[src/rtl/y86_pkg.sv]
// Shared Y86-64 pipeline constants: instruction codes, status codes,
// the "no register" ID and the jXX/cmovXX condition function codes.
package y86_pkg;

    localparam logic [3:0] I_HALT   = 4'h0;
    localparam logic [3:0] I_NOP    = 4'h1;
    localparam logic [3:0] I_CMOVXX = 4'h2;
    localparam logic [3:0] I_OPQ    = 4'h6;
    localparam logic [3:0] I_JXX    = 4'h7;

    localparam logic [1:0] STAT_AOK = 2'd0;
    localparam logic [1:0] STAT_HLT = 2'd1;
    localparam logic [1:0] STAT_ADR = 2'd2;
    localparam logic [1:0] STAT_INS = 2'd3;

    localparam logic [3:0] REG_NONE = 4'hF;

    localparam logic [3:0] C_YES = 4'd0;
    localparam logic [3:0] C_LE  = 4'd1;
    localparam logic [3:0] C_L   = 4'd2;
    localparam logic [3:0] C_E   = 4'd3;
    localparam logic [3:0] C_NE  = 4'd4;
    localparam logic [3:0] C_GE  = 4'd5;
    localparam logic [3:0] C_G   = 4'd6;

endpackage

[src/rtl/cond_eval.sv]
// Combinational jXX/cmovXX condition evaluator: maps a function code and
// the condition-code flags to the taken/move decision.
module cond_eval
    import y86_pkg::*;
(
    input  logic [3:0] ifun,
    input  logic       zf,
    input  logic       sf,
    input  logic       of,
    output logic       cnd
);

    logic lt_s;

    assign lt_s = sf ^ of;

    // Condition decode; unused function codes never fire.
    always_comb begin
        cnd = 1'b0;
        case (ifun)
            C_YES:   cnd = 1'b1;
            C_LE:    cnd = lt_s | zf;
            C_L:     cnd = lt_s;
            C_E:     cnd = zf;
            C_NE:    cnd = ~zf;
            C_GE:    cnd = ~lt_s;
            C_G:     cnd = ~lt_s & ~zf;
            default: cnd = 1'b0;
        endcase
    end

endmodule

[src/rtl/ex_mem_stage.sv]
// Execute-to-memory boundary: condition codes, cmov destination squash and
// the stallable/bubblable M pipeline register.
module ex_mem_stage
    import y86_pkg::*;
#(
    parameter int         WIDTH         = 64,
    parameter logic [3:0] REG_NONE_P    = REG_NONE
) (
    input  logic             clk,
    input  logic             rst,
    input  logic [3:0]       E_icode,
    input  logic [3:0]       E_ifun,
    input  logic [1:0]       E_stat,
    input  logic [WIDTH-1:0] alu_result,
    input  logic             alu_overflow,
    input  logic [WIDTH-1:0] E_valA,
    input  logic [3:0]       E_dstE,
    input  logic [3:0]       E_dstM,
    input  logic             m_exc,
    input  logic             W_exc,
    input  logic             M_stall,
    input  logic             M_bubble,
    output logic             e_cnd,
    output logic [3:0]       e_dstE,
    output logic             cc_zf,
    output logic             cc_sf,
    output logic             cc_of,
    output logic [3:0]       M_icode,
    output logic [1:0]       M_stat,
    output logic             M_cnd,
    output logic [WIDTH-1:0] M_valE,
    output logic [WIDTH-1:0] M_valA,
    output logic [3:0]       M_dstE,
    output logic [3:0]       M_dstM
);

    logic             zf_q, sf_q, of_q;
    logic             zf_d, sf_d, of_d;
    logic [3:0]       icode_q, icode_d;
    logic [1:0]       stat_q, stat_d;
    logic             cnd_q, cnd_d;
    logic [WIDTH-1:0] vale_q, vale_d;
    logic [WIDTH-1:0] vala_q, vala_d;
    logic [3:0]       dste_q, dste_d;
    logic [3:0]       dstm_q, dstm_d;

    // Condition is evaluated against the pre-edge flags, so an OPq landing
    // on the same edge only influences the following instruction.
    cond_eval u_cond_eval (
        .ifun (E_ifun),
        .zf   (zf_q),
        .sf   (sf_q),
        .of   (of_q),
        .cnd  (e_cnd)
    );

    // A not-taken cmov must not write its destination.
    always_comb begin
        if ((E_icode == I_CMOVXX) && !e_cnd) begin
            e_dstE = REG_NONE_P;
        end else begin
            e_dstE = E_dstE;
        end
    end

    // Flags update only for OPq when no older instruction has faulted.
    always_comb begin
        zf_d = zf_q;
        sf_d = sf_q;
        of_d = of_q;
        if ((E_icode == I_OPQ) && !m_exc && !W_exc) begin
            zf_d = (alu_result == {WIDTH{1'b0}});
            sf_d = alu_result[WIDTH-1];
            of_d = alu_overflow;
        end else begin
            zf_d = zf_q;
            sf_d = sf_q;
            of_d = of_q;
        end
    end

    // M register next state: stall beats bubble, bubble beats normal load.
    always_comb begin
        icode_d = icode_q;
        stat_d  = stat_q;
        cnd_d   = cnd_q;
        vale_d  = vale_q;
        vala_d  = vala_q;
        dste_d  = dste_q;
        dstm_d  = dstm_q;
        if (M_stall) begin
            icode_d = icode_q;
        end else if (M_bubble) begin
            icode_d = I_NOP;
            stat_d  = STAT_AOK;
            cnd_d   = 1'b0;
            vale_d  = {WIDTH{1'b0}};
            vala_d  = {WIDTH{1'b0}};
            dste_d  = REG_NONE_P;
            dstm_d  = REG_NONE_P;
        end else begin
            icode_d = E_icode;
            stat_d  = E_stat;
            cnd_d   = e_cnd;
            vale_d  = alu_result;
            vala_d  = E_valA;
            dste_d  = e_dstE;
            dstm_d  = E_dstM;
        end
    end

    // Condition-code register with synchronous reset to "zero result".
    always_ff @(posedge clk) begin
        if (rst) begin
            zf_q <= 1'b1;
            sf_q <= 1'b0;
            of_q <= 1'b0;
        end else begin
            zf_q <= zf_d;
            sf_q <= sf_d;
            of_q <= of_d;
        end
    end

    // M pipeline register; reset leaves a NOP bundle in flight.
    always_ff @(posedge clk) begin
        if (rst) begin
            icode_q <= I_NOP;
            stat_q  <= STAT_AOK;
            cnd_q   <= 1'b0;
            vale_q  <= {WIDTH{1'b0}};
            vala_q  <= {WIDTH{1'b0}};
            dste_q  <= REG_NONE_P;
            dstm_q  <= REG_NONE_P;
        end else begin
            icode_q <= icode_d;
            stat_q  <= stat_d;
            cnd_q   <= cnd_d;
            vale_q  <= vale_d;
            vala_q  <= vala_d;
            dste_q  <= dste_d;
            dstm_q  <= dstm_d;
        end
    end

    assign cc_zf   = zf_q;
    assign cc_sf   = sf_q;
    assign cc_of   = of_q;
    assign M_icode = icode_q;
    assign M_stat  = stat_q;
    assign M_cnd   = cnd_q;
    assign M_valE  = vale_q;
    assign M_valA  = vala_q;
    assign M_dstE  = dste_q;
    assign M_dstM  = dstm_q;

endmodule

[config.mk]
export PLATFORM = sky130hd
export DESIGN_NAME = ex_mem_stage
export DESIGN_NICKNAME = d
export VERILOG_FILES = /design/src/rtl/y86_pkg.sv /design/src/rtl/cond_eval.sv /design/src/rtl/ex_mem_stage.sv
export SDC_FILE = /design/constraint.sdc
export NUM_CORES = 1
export LEC_CHECK = 0
export ABC_AREA = 1
export CAP_MARGIN = 20
export CORE_MARGIN = 2
export CORE_UTILIZATION = 38
export DETAILED_ROUTE_END_ITERATION = 8
export PLACE_DENSITY_LB_ADDON = 0.1
export SYNTH_ARGS = -nofsm -noshare
export SYNTH_HDL_FRONTEND = slang
export SYNTH_SLANG_ARGS = --single-unit
export TNS_END_PERCENT = 5
[constraint.sdc]
create_clock -name clk -period 1.6 [get_ports clk]
set_clock_uncertainty 0.2 [all_clocks]
set_input_delay 0.32 -clock clk [delete_from_list [all_inputs] [get_ports clk]]
set_output_delay 0.32 -clock clk [all_outputs]
set_load 0.01 [all_outputs]
## Word-level counts from Yosys, hierarchy flattened

Index checks and enable logic that the tools add are counted.

- Equality and inequality tests: 8
- Bitwise logic cells: 5
- Mux-type cells: 9
- Reductions and logical operators: 8

Operators by type and width:

| operator | count |
|---|---|
| $mux W64 | 2 |
| $logic_not A64 Y1 | 1 |
| $eq A4 B3 Y1 const B | 4 |
| $mux W4 | 4 |
| $eq A4 B2 Y1 const B | 3 |
| $pmux W1 S7 | 1 |
| $eq A4 B1 Y1 const B | 1 |
| $logic_not A4 Y1 | 1 |
| $logic_and A1 B1 Y1 | 3 |
| $logic_not A1 Y1 | 3 |
| $mux W2 | 1 |
| $not A1 Y1 | 2 |
| $and A1 B1 Y1 | 1 |
| $mux W1 | 1 |
| $or A1 B1 Y1 | 1 |
| $xor A1 B1 Y1 | 1 |

- Output and inout bits: 151
- Logic and storage cells: 40
- Bits in registers: 146
- Input port bits: 153

## Depth between registers and ports, before layout

- Word-level depth: 8
- Depth in mapped cells: 11
- Mapped depth without buffers: 11

## By module

Synthesis repeated with hierarchy kept, for this count alone.

- Cells, all modules: 732
- Area, all modules: 5,497.8 µm²

By module, submodules not included:

| module | seq. area each (µm²) | cells an instance | times used | area an instance (µm²) |
|---|---|---|---|---|
| ex_mem_stage | 2,922.8 | 709 | 1 | 5,402.7 |
| cond_eval | 0.0 | 23 | 1 | 95.1 |

## Least setup slack after synthesis

OpenSTA, ideal clock, no wires.

- Path type: register -> output
- Start point: register zf_q (netlist: cc_zf)
- End point: output port e_dstE[0]
- Buffers on the path: 0
- Data arrival time: 0.975 ns
- Required time: 1.080 ns
- Setup slack: 0.105 ns
- Cell stages (with the launch flop): 8
- Cell sequence: dfxtp_1 > nand2_1 > and2_1 > nand2_1 > nand2_1 > nand2_1 > nand2_2 > nand2_1

- Longest elaborated chain between the ends: 6
- Elaborated cells between the ends (all ways): 7

Ends and longest elaborated chain:

| element | RTL line | source |
|---|---|---|
| start: declaration | ex_mem_stage.sv:37 | `logic zf_q, sf_q, of_q;` |
| start signal: assignment | ex_mem_stage.sv:119 | `zf_q <= zf_d;` |
| $not A1 Y1 | cond_eval.sv:25, cond_eval.sv:27 |  |
| $and A1 B1 Y1 | cond_eval.sv:27 | `C_G: cnd = ~lt_s & ~zf;` |
| $pmux W1 S7 * | cond_eval.sv:20 | `case (ifun)` |
| $logic_not A1 Y1 * | ex_mem_stage.sv:59 | `if ((E_icode == I_CMOVXX) && !e_cnd) begin` |
| $logic_and A1 B1 Y1 * | ex_mem_stage.sv:59 |  |
| $mux W4 * | ex_mem_stage.sv:59 |  |
| end: declaration | ex_mem_stage.sv:24 | `output logic [3:0] e_dstE,` |

Every way passes the cells marked *; elsewhere a longest branch is shown, timed or not.

## Worst setup path in the final report

- Start point: input port E_icode[1]
- End point: output port e_dstE[2]

- Longest elaborated chain between the ends: 3

Ends and longest elaborated chain:

| element | RTL line | source |
|---|---|---|
| start: declaration | ex_mem_stage.sv:11 | `input logic [3:0] E_icode,` |
| $eq A4 B2 Y1 | ex_mem_stage.sv:59 |  |
| $logic_and A1 B1 Y1 | ex_mem_stage.sv:59 |  |
| $mux W4 | ex_mem_stage.sv:59 |  |

No other way between the ends.

==> key figures <==
Status
  – Outcome: complete, but fails checks
  – Failing checks: setup timing

Route
  – Drt wl/cell: about 15 um
  – Post-Route WL: between 15 and 20 mm
  – DRT Pass-1 Iters: 4
  – Initial DRC count: 343
  – Drt via density: between 4 and 5
  – ANT nets after route: 0
  – Drt drc: 0
  – Vias: between 5000 and 6000

Timing
  – Worst Max-Slew Pin Slew: ~0.45 ns
  – Hold Worst Slack: ~0.027 ns
  – Number of max-slew violations in the final report: 0
  – Slew margin rel.: between 70% and 80%
  – Setup slack after layout: -0.4243 ns
  – Hold Vio Cnt, Final: 0
  – Final setup viols: 5
  – Clock period minus worst slack: between 2 and 2.5 ns
  – Fin crit share: 126.5%
  – Achievable frequency: roughly 490 MHz
  – RSZ-0062 raised after global routing: yes

Clocking
  – Clk buf depth: 2
  – CTS Hold Bufs: 0
  – Worst-path clk slew: roughly 0.060 ns
  – CTS tree: built
  – TritonCTS Sinks: 146
  – CTS Root Cell: clkbuf_16
  – CTS buffer count: 17
  – Number of H-tree levels: 4
  – Skew-Pair Late Insertion Delay: about 0.4 ns

Cells and area
  – Fin nets: approximately 1200
  – Commonest non-fill, non-tap cell in the layout: nand2_1
  – Storage cell area: about 2900 um^2
  – Number of antenna diodes: 0
  – Most frequent cells in the layout: nand2_1 (299), clkdlybuf4s50_1 (148), dfxtp_1 (143)
  – Area Overhead vs Synth: 72.23%
  – Fillers: 1282
  – Share of cells above drive strength 1: under 10%
  – Finished Cell Area: approximately 9000 um^2
  – Final Util: about two thirds
  – Multi-input logic area: about 2200 um^2

Synthesis
  – Synth cell types: 21
  – YS warnings: 0
  – Synthesized area per cell: about 7.6 um^2
  – Cells after synthesis: 713
  – Seq cells post-synth: approximately 150
  – Sequential-to-total area share from yosys stat: a little over half
  – Synthesized area: 5384 um^2
  – Syn_nets: about 870

Placed design
  – PortBufs: 303
  – GPL Wtd Cong: just under 0.8
  – Detailed placement HPWL: 12.85 mm
  – Post-place setup slack: -0.9210 ns
  – Placement Cell Area: 8756 um^2

Worst setup path
  – Crit Path Class: input pin to output port
  – CP Launch Type: input pin
  – Crit path arrival time: approximately 1.5 ns
  – Crit path capture type: output port
  – Crit-path cells: clkdlybuf4s50_1, inv_1, nor4_2, buf_4, nand2_4, nand2_1, buf_2
  – Crit-path max cell delay: approximately 0.47 ns
  – Crit Path Max Fanout: 5
  – Worst EP required: between 1 and 1.5 ns
  – CP max-delay cell: clkdlybuf4s50_1

GRT
  – Grt ovf: 0
  – Global-route wire length before repair: between 20 and 30 mm
  – Initial antenna violation count: 0
  – Vias in the first global route: roughly 5300
  – Pin count of the biggest net entering global routing: 72
  – Gr usage total: 23.13%

Floorplan
  – Site row count: 43
  – Die X-Extent: 123.0 um
  – IO Pins: between 300 and 400
  – Initial core utilization: approximately two fifths
  – Die Height: ~120 um
  – Core area: ~14000 um^2
  – Die area: between 15000 and 20000 um^2

Run
  – Max-cap violations: 0

Power and ir drop
  – P_leak: approximately 0.004 uW
  – Worst vdd ir: around 0.00082 V
  – P per Cell Area: between 1000 and 1500 nW/um^2

Hold path
  – HP Class: input pin to flop
-- sequential cells by signal, summed over array words and instances (netlist names) --
signal,count
cc_zf,1
cc_of,1
M_dstM,4
cc_sf,1
M_stat,2
M_valE,64
M_cnd,1
M_dstE,4
M_icode,4
M_valA,64
-- per-layer routing --
| layer | part of all wire (%) | wire (um) | track usage (%) |
|---|---|---|---|
| met5 | 0 | 0 | 0 |
| met4 | 1.4 | 260 | 7.528 |
| met1 | 39 | 6962 | 24.42 |
| met2 | 50 | 8961 | 41.19 |
| met3 | 10 | 1828 | 10.15 |
-- worst max-delay path, delay by kind of cell --
family / cells / cell delay (ns)
buf+inv: 4 / 0.83
simple gates: 3 / 0.35
-- power breakdown --
| group | internal (uW) | switching, uW |
|---|---|---|
| logic | 650 | 536 |
| registers | 3780 | 63.9 |
| clock network | 2830 | 1470 |
-- logic make-up after synthesis --
kind of cell / count (synthesis) / share of synthesized area [%]
DFF: 146 / 54.29
AOI/OAI and AO/OA: 149 / 14.01
buffers and inverters: 62 / 5.833
and+or+nand+nor: 356 / 25.87
-- timing repair --
action                     in CTS  in global routing
gates resized for setup       193                 42
setup endpoints to repair     152                 42
pin swaps                       6                  3
buffers inserted                2                  0
-- cells in the mapped netlist --
cell | number | area (um^2)
nand2_1 | 304 | 1141
dfxtp_1 | 146 | 2923
a21oi_1 | 141 | 705.7
nor2_1 | 31 | 116.4
buf_2 | 23 | 115.1
inv_1 | 15 | 56.30
clkbuf_1 | 12 | 45.04
buf_6 | 6 | 67.56
nand3_1 | 6 | 30.03
nand4_1 | 5 | 31.28
nor4_1 | 5 | 31.28
o22ai_1 | 5 | 31.28
buf_1 | 3 | 11.26
buf_4 | 2 | 15.01
nor3_1 | 2 | 10.01
o21ai_0 | 2 | 10.01
and2_1 | 1 | 6.260
clkinv_1 | 1 | 3.750
nand2_2 | 1 | 6.260
nor2_8 | 1 | 20.02
o21bai_1 | 1 | 7.510
-- path summary, 6_finish.rpt --
kind,start,endpoint,depth (start not counted),slack [ns]
min,rst,M_valE[32],2,0.03
max,E_icode[1],e_dstE[2],7,-0.42
max reg2reg,cc_sf,M_dstE[1],12,0.12
min reg2reg,M_valE[50],M_valE[50],2,0.26
-- layout make-up --
cell class | count | area share [%]
timing repair buffer | 347 | 34.95
sequential | 146 | 31.59
multi-input combinational | 505 | 23.47
clock buffer | 20 | 4.925
tap | 180 | 2.429
clock inverter | 10 | 1.970
inverter | 16 | 0.6747
-- metrics by stage --
step                      instances  total power, uW  TNS (ns)
after floorplan                 713             4358         0
after global placement         1193             5191    -28.75
after detailed placement       1193             5198    -31.41
after CTS                      1224             9404    -2.067
after global routing           1224             9674    -2.414
final                          1224             9320    -2.008
Note: power is estimated with default switching activity, not from simulation.
==> variant 1: new RTL, same settings <==
Reset style: asynchronous (`rst`), changed in 2 clocked blocks. Comments in the files are not updated.
--- a/src/rtl/ex_mem_stage.sv
+++ b/src/rtl/ex_mem_stage.sv
@@ -110,7 +110,7 @@
     end
 
     // Condition-code register with synchronous reset to "zero result".
-    always_ff @(posedge clk) begin
+    always_ff @(posedge clk or posedge rst) begin
         if (rst) begin
             zf_q <= 1'b1;
             sf_q <= 1'b0;
@@ -123,7 +123,7 @@
     end
 
     // M pipeline register; reset leaves a NOP bundle in flight.
-    always_ff @(posedge clk) begin
+    always_ff @(posedge clk or posedge rst) begin
         if (rst) begin
             icode_q <= I_NOP;
             stat_q  <= STAT_AOK;
Function: differs if rst is asserted again (counterexample within 4 cycles, from zero or initial values and one cycle with rst high); with rst held inactive, the same outputs for 4 cycles.
==> variant 1 against the unedited design <==
- the run still ends with setup timing left
- area after synthesis grew 5.8%
- clock power shrank 5.1%
- setup slack lost 170 ps
- power grew 6.2%
- maximum frequency shrank 7.6%
- worst hold slack gained 10 ps
- wire length shrank 0.21%
- die area grew 5.6%
- final cell count shrank 14%
- sequential cell count is the same
- final area grew 2.9%
==> variant 1: results (changes against the unedited design) <==
metric;value;unit;change
ff2ff_path_depth;10;;-2
inv_count;68;;+52
post-place-ws;-1030;ps;-105 ps
first_pass_iters;5;;+1
whs;37.2;ps;+9.98 ps
hold_end;M_stat[0]$_DFFE_PP0N_;;
vdd_drop_max;0.000688;V;-16%
synthTopCellsByArea;dfrtp_1 60%, a22o_1 13%, nand2_1 5.3%;;
synth_flop_cell;dfrtp_1;;
reg2reg_to;M_dstE[2]$_DFFE_PP1N_;;
num-fill-cells;1161;;-9.4%
dp_hpwl;13500;µm;+5.1%
violations;setup timing;;
placed_area;9200;µm²;+5.0%
power.leakage;0.00467;µW;+17%
viasPerCell;4.89;;+4.4%
multi_input_gates;267;;-47%
worst_pin_slew;464;ps;+14.2 ps
setup_viol;11;;+6
total_power;9900;µW;+6.2%
drive_above_1_share;0.218;;+0.120
endpoint;e_dstE[3];;
async_reset_ff_frac;1.00;;+1.00
worstPathArrival;1670;ps;+170 ps
cts-resized-gates;367;;+90%
clock_latency;420;ps;+20 ps
track_usage;0.224;;-0.00742
finalWirelength;18000;µm;-0.21%
nets;1004;;-15%
io_buffers;303;;unchanged
avgSynthCellArea;11.2;µm²;+48%
min_from;M_stall;;
cp_top_family;flip-flops;;
synth_commonest_cells;136 x dfrtp_1, 83 x a22o_1, 80 x nand2_1;;
post-route-util;0.654;;-0.0137
p_clk_frac;0.411;;-0.050
nFlopsAndLatches;146;;unchanged
first_global_vias;5438;;+2.0%
slowest_stage;dfstp_2;;
avgRoutedWirePerCell;17.2;µm;+17%
intPower;7460;µW;+2.9%
multi_input_comb_area;1610;µm²;-26%
setup_slack;-591;ps;-167 ps
status;complete, but fails checks;;
clock_area_frac;0.0642;;-0.00472
buffers;351;;+1.2%
syn-num-nets;663;;-23%
comb-power;1670;µW;+40%
grt_pass1_wl;28000;µm;+4.3%
buffer_area_frac;0.332;;-0.0177
gp_congestion;0.868;;+9.3%
-- variant 1: changes by cell type after synthesis, moves of 9 or more --
cell and change:
o21ai_0 +41, dfxtp_1 -146, nand2_1 -224, dfstp_2 +10, a21oi_1 -139, nor2_1 -17, a22o_1 +83, dfrtp_1 +136
o21ai_1 +9, inv_1 +52, buf_2 -10
-- variant 1: routing by layer --
metal	vias to the layer above	GRT usage	part of all wire
li1	2413	-	-
met1	2466	0.256	0.39
met5	-	0	0
met3	34	0.0865	0.091
met4	0	0.0911	0.026
met2	216	0.378	0.49
-- variant 1: kinds of logic (layout without fill, tap and decap cells) --
family	count (synthesis)	count (layout)	synth area share
buffers and inverters	97	451	0.0773
AND/OR/NAND/NOR	125	125	0.0966
flip-flops	146	146	0.644
AO/OA/AOI/OAI	142	142	0.183
==> variant 2: new RTL, same flow settings <==
Made on the original files. Set the parameter `WIDTH` to 60 (it was 64).
--- a/src/rtl/ex_mem_stage.sv
+++ b/src/rtl/ex_mem_stage.sv
@@ -3,7 +3,7 @@
 module ex_mem_stage
     import y86_pkg::*;
 #(
-    parameter int         WIDTH         = 64,
+    parameter int         WIDTH         = 60,
     parameter logic [3:0] REG_NONE_P    = REG_NONE
 ) (
     input  logic             clk,
Ports: changed (resized E_valA, M_valA, M_valE and alu_result); port bits go from 304 to 288. No check against the original RTL was run, so the function may have changed too.
==> variant 2 against the unedited design <==
- the flow still finishes with violations (setup timing)
- final area is 2.9% lower
- area after synthesis shrank 5.6%
- sequential share of layout area is 0.88 points lower
- power increased by 0.29%
- non-clock buffer count fell by 7
- wire length shrank 4.3%
- setup slack got worse by 2.6 ps
- sequential cell count down 8
- sequential power shrank 5.2%
- highest routed layer unchanged
==> variant 2: results (changes against the unedited design) <==
metric;value;unit;change
status;complete, but fails checks;;
violations;setup timing;;
r2r_slack;100;ps;-20 ps
setup_viol;5;;unchanged
wl_met2;8390;µm;-6.3%
grt_use_met2;0.416;;+0.00448
first_global_vias;5567;;+4.4%
drive_above_1_share;0.113;;+0.0148
avgSynthCellArea;7.53;µm²;-0.26%
p_clk;4540;µW;+5.8%
p_clk_frac;0.486;;+0.025
hold_end;M_valE[52]$_SDFFE_PP0N_;;
placed_area;8430;µm²;-3.7%
post_synth_num_cell_types;22;;+4.8%
io_buffers;287;;-5.3%
dr_wl_met3;1280;µm;-30%
num-fill-cells;1143;;-11%
synth_commonest_cells;285 x nand2_1, 138 x dfxtp_1, 133 x a21oi_1;;
switching_share;0.219;;-0.00315
setup_slack;-427;ps;-2.57 ps
met1_length;6920;µm;-0.63%
nets;1136;;-4.2%
grt_pass1_wl;27100;µm;+1.0%
synthTopCellsByArea;dfxtp_1 54%, nand2_1 21%, a21oi_1 13%;;
power.leakage;0.00396;µW;-1.1%
core;13100;µm²;-5.4%
viasPerCell;4.70;;+0.31%
reg2reg_from;cc_of$_SDFFE_PP0P_;;
avgRoutedWirePerCell;14.6;µm;-0.72%
syn-num-nets;820;;-5.3%
whs;96.7;ps;+69.5 ps
slew_headroom;0.673;;-0.0276
fin_crit_sh;1.27;;+0.00160
first_pass_iters;5;;+1
design_area;9010;µm²;-2.9%
p_seq;3640;µW;-5.2%
use_met3;0.0751;;-0.0264
ff2ff_path_depth;11;;-1
first_iter_violations;298;;-13%
dp_hpwl;12600;µm;-1.6%
-- variant 2: kinds of logic (layout without fill, tap and decap cells) --
logic type	after synthesis	count (layout)	share of synthesized area
buffers and inverters	59	388	0.0559
AND/OR/NAND/NOR	337	337	0.260
flip-flops	138	138	0.543
AO/OA/AOI/OAI	141	141	0.141
-- variant 2: worst max-delay path by stage --
stage	startpoint	to	cells past startpoint
2_1_floorplan	cc_zf$_SDFFE_PP1P_	e_dstE[0]	7
3_3_place_gp	E_icode[1]	e_dstE[0]	7
3_5_place_dp	E_icode[1]	e_dstE[0]	7
4_1_cts	cc_sf$_SDFFE_PP0P_	e_dstE[1]	9
5_1_grt	cc_of$_SDFFE_PP0P_	e_dstE[1]	9
6_report	E_icode[0]	e_dstE[1]	6
-- variant 2: final cells by class --
class | count | share of cell area
well taps | 176 | 0.0244
flip-flops and latches | 138 | 0.307
inverters | 16 | 0.00667
repair buffers | 340 | 0.354
clock buffers | 21 | 0.0533
clock inverters | 11 | 0.0238
multi-input cells | 478 | 0.230
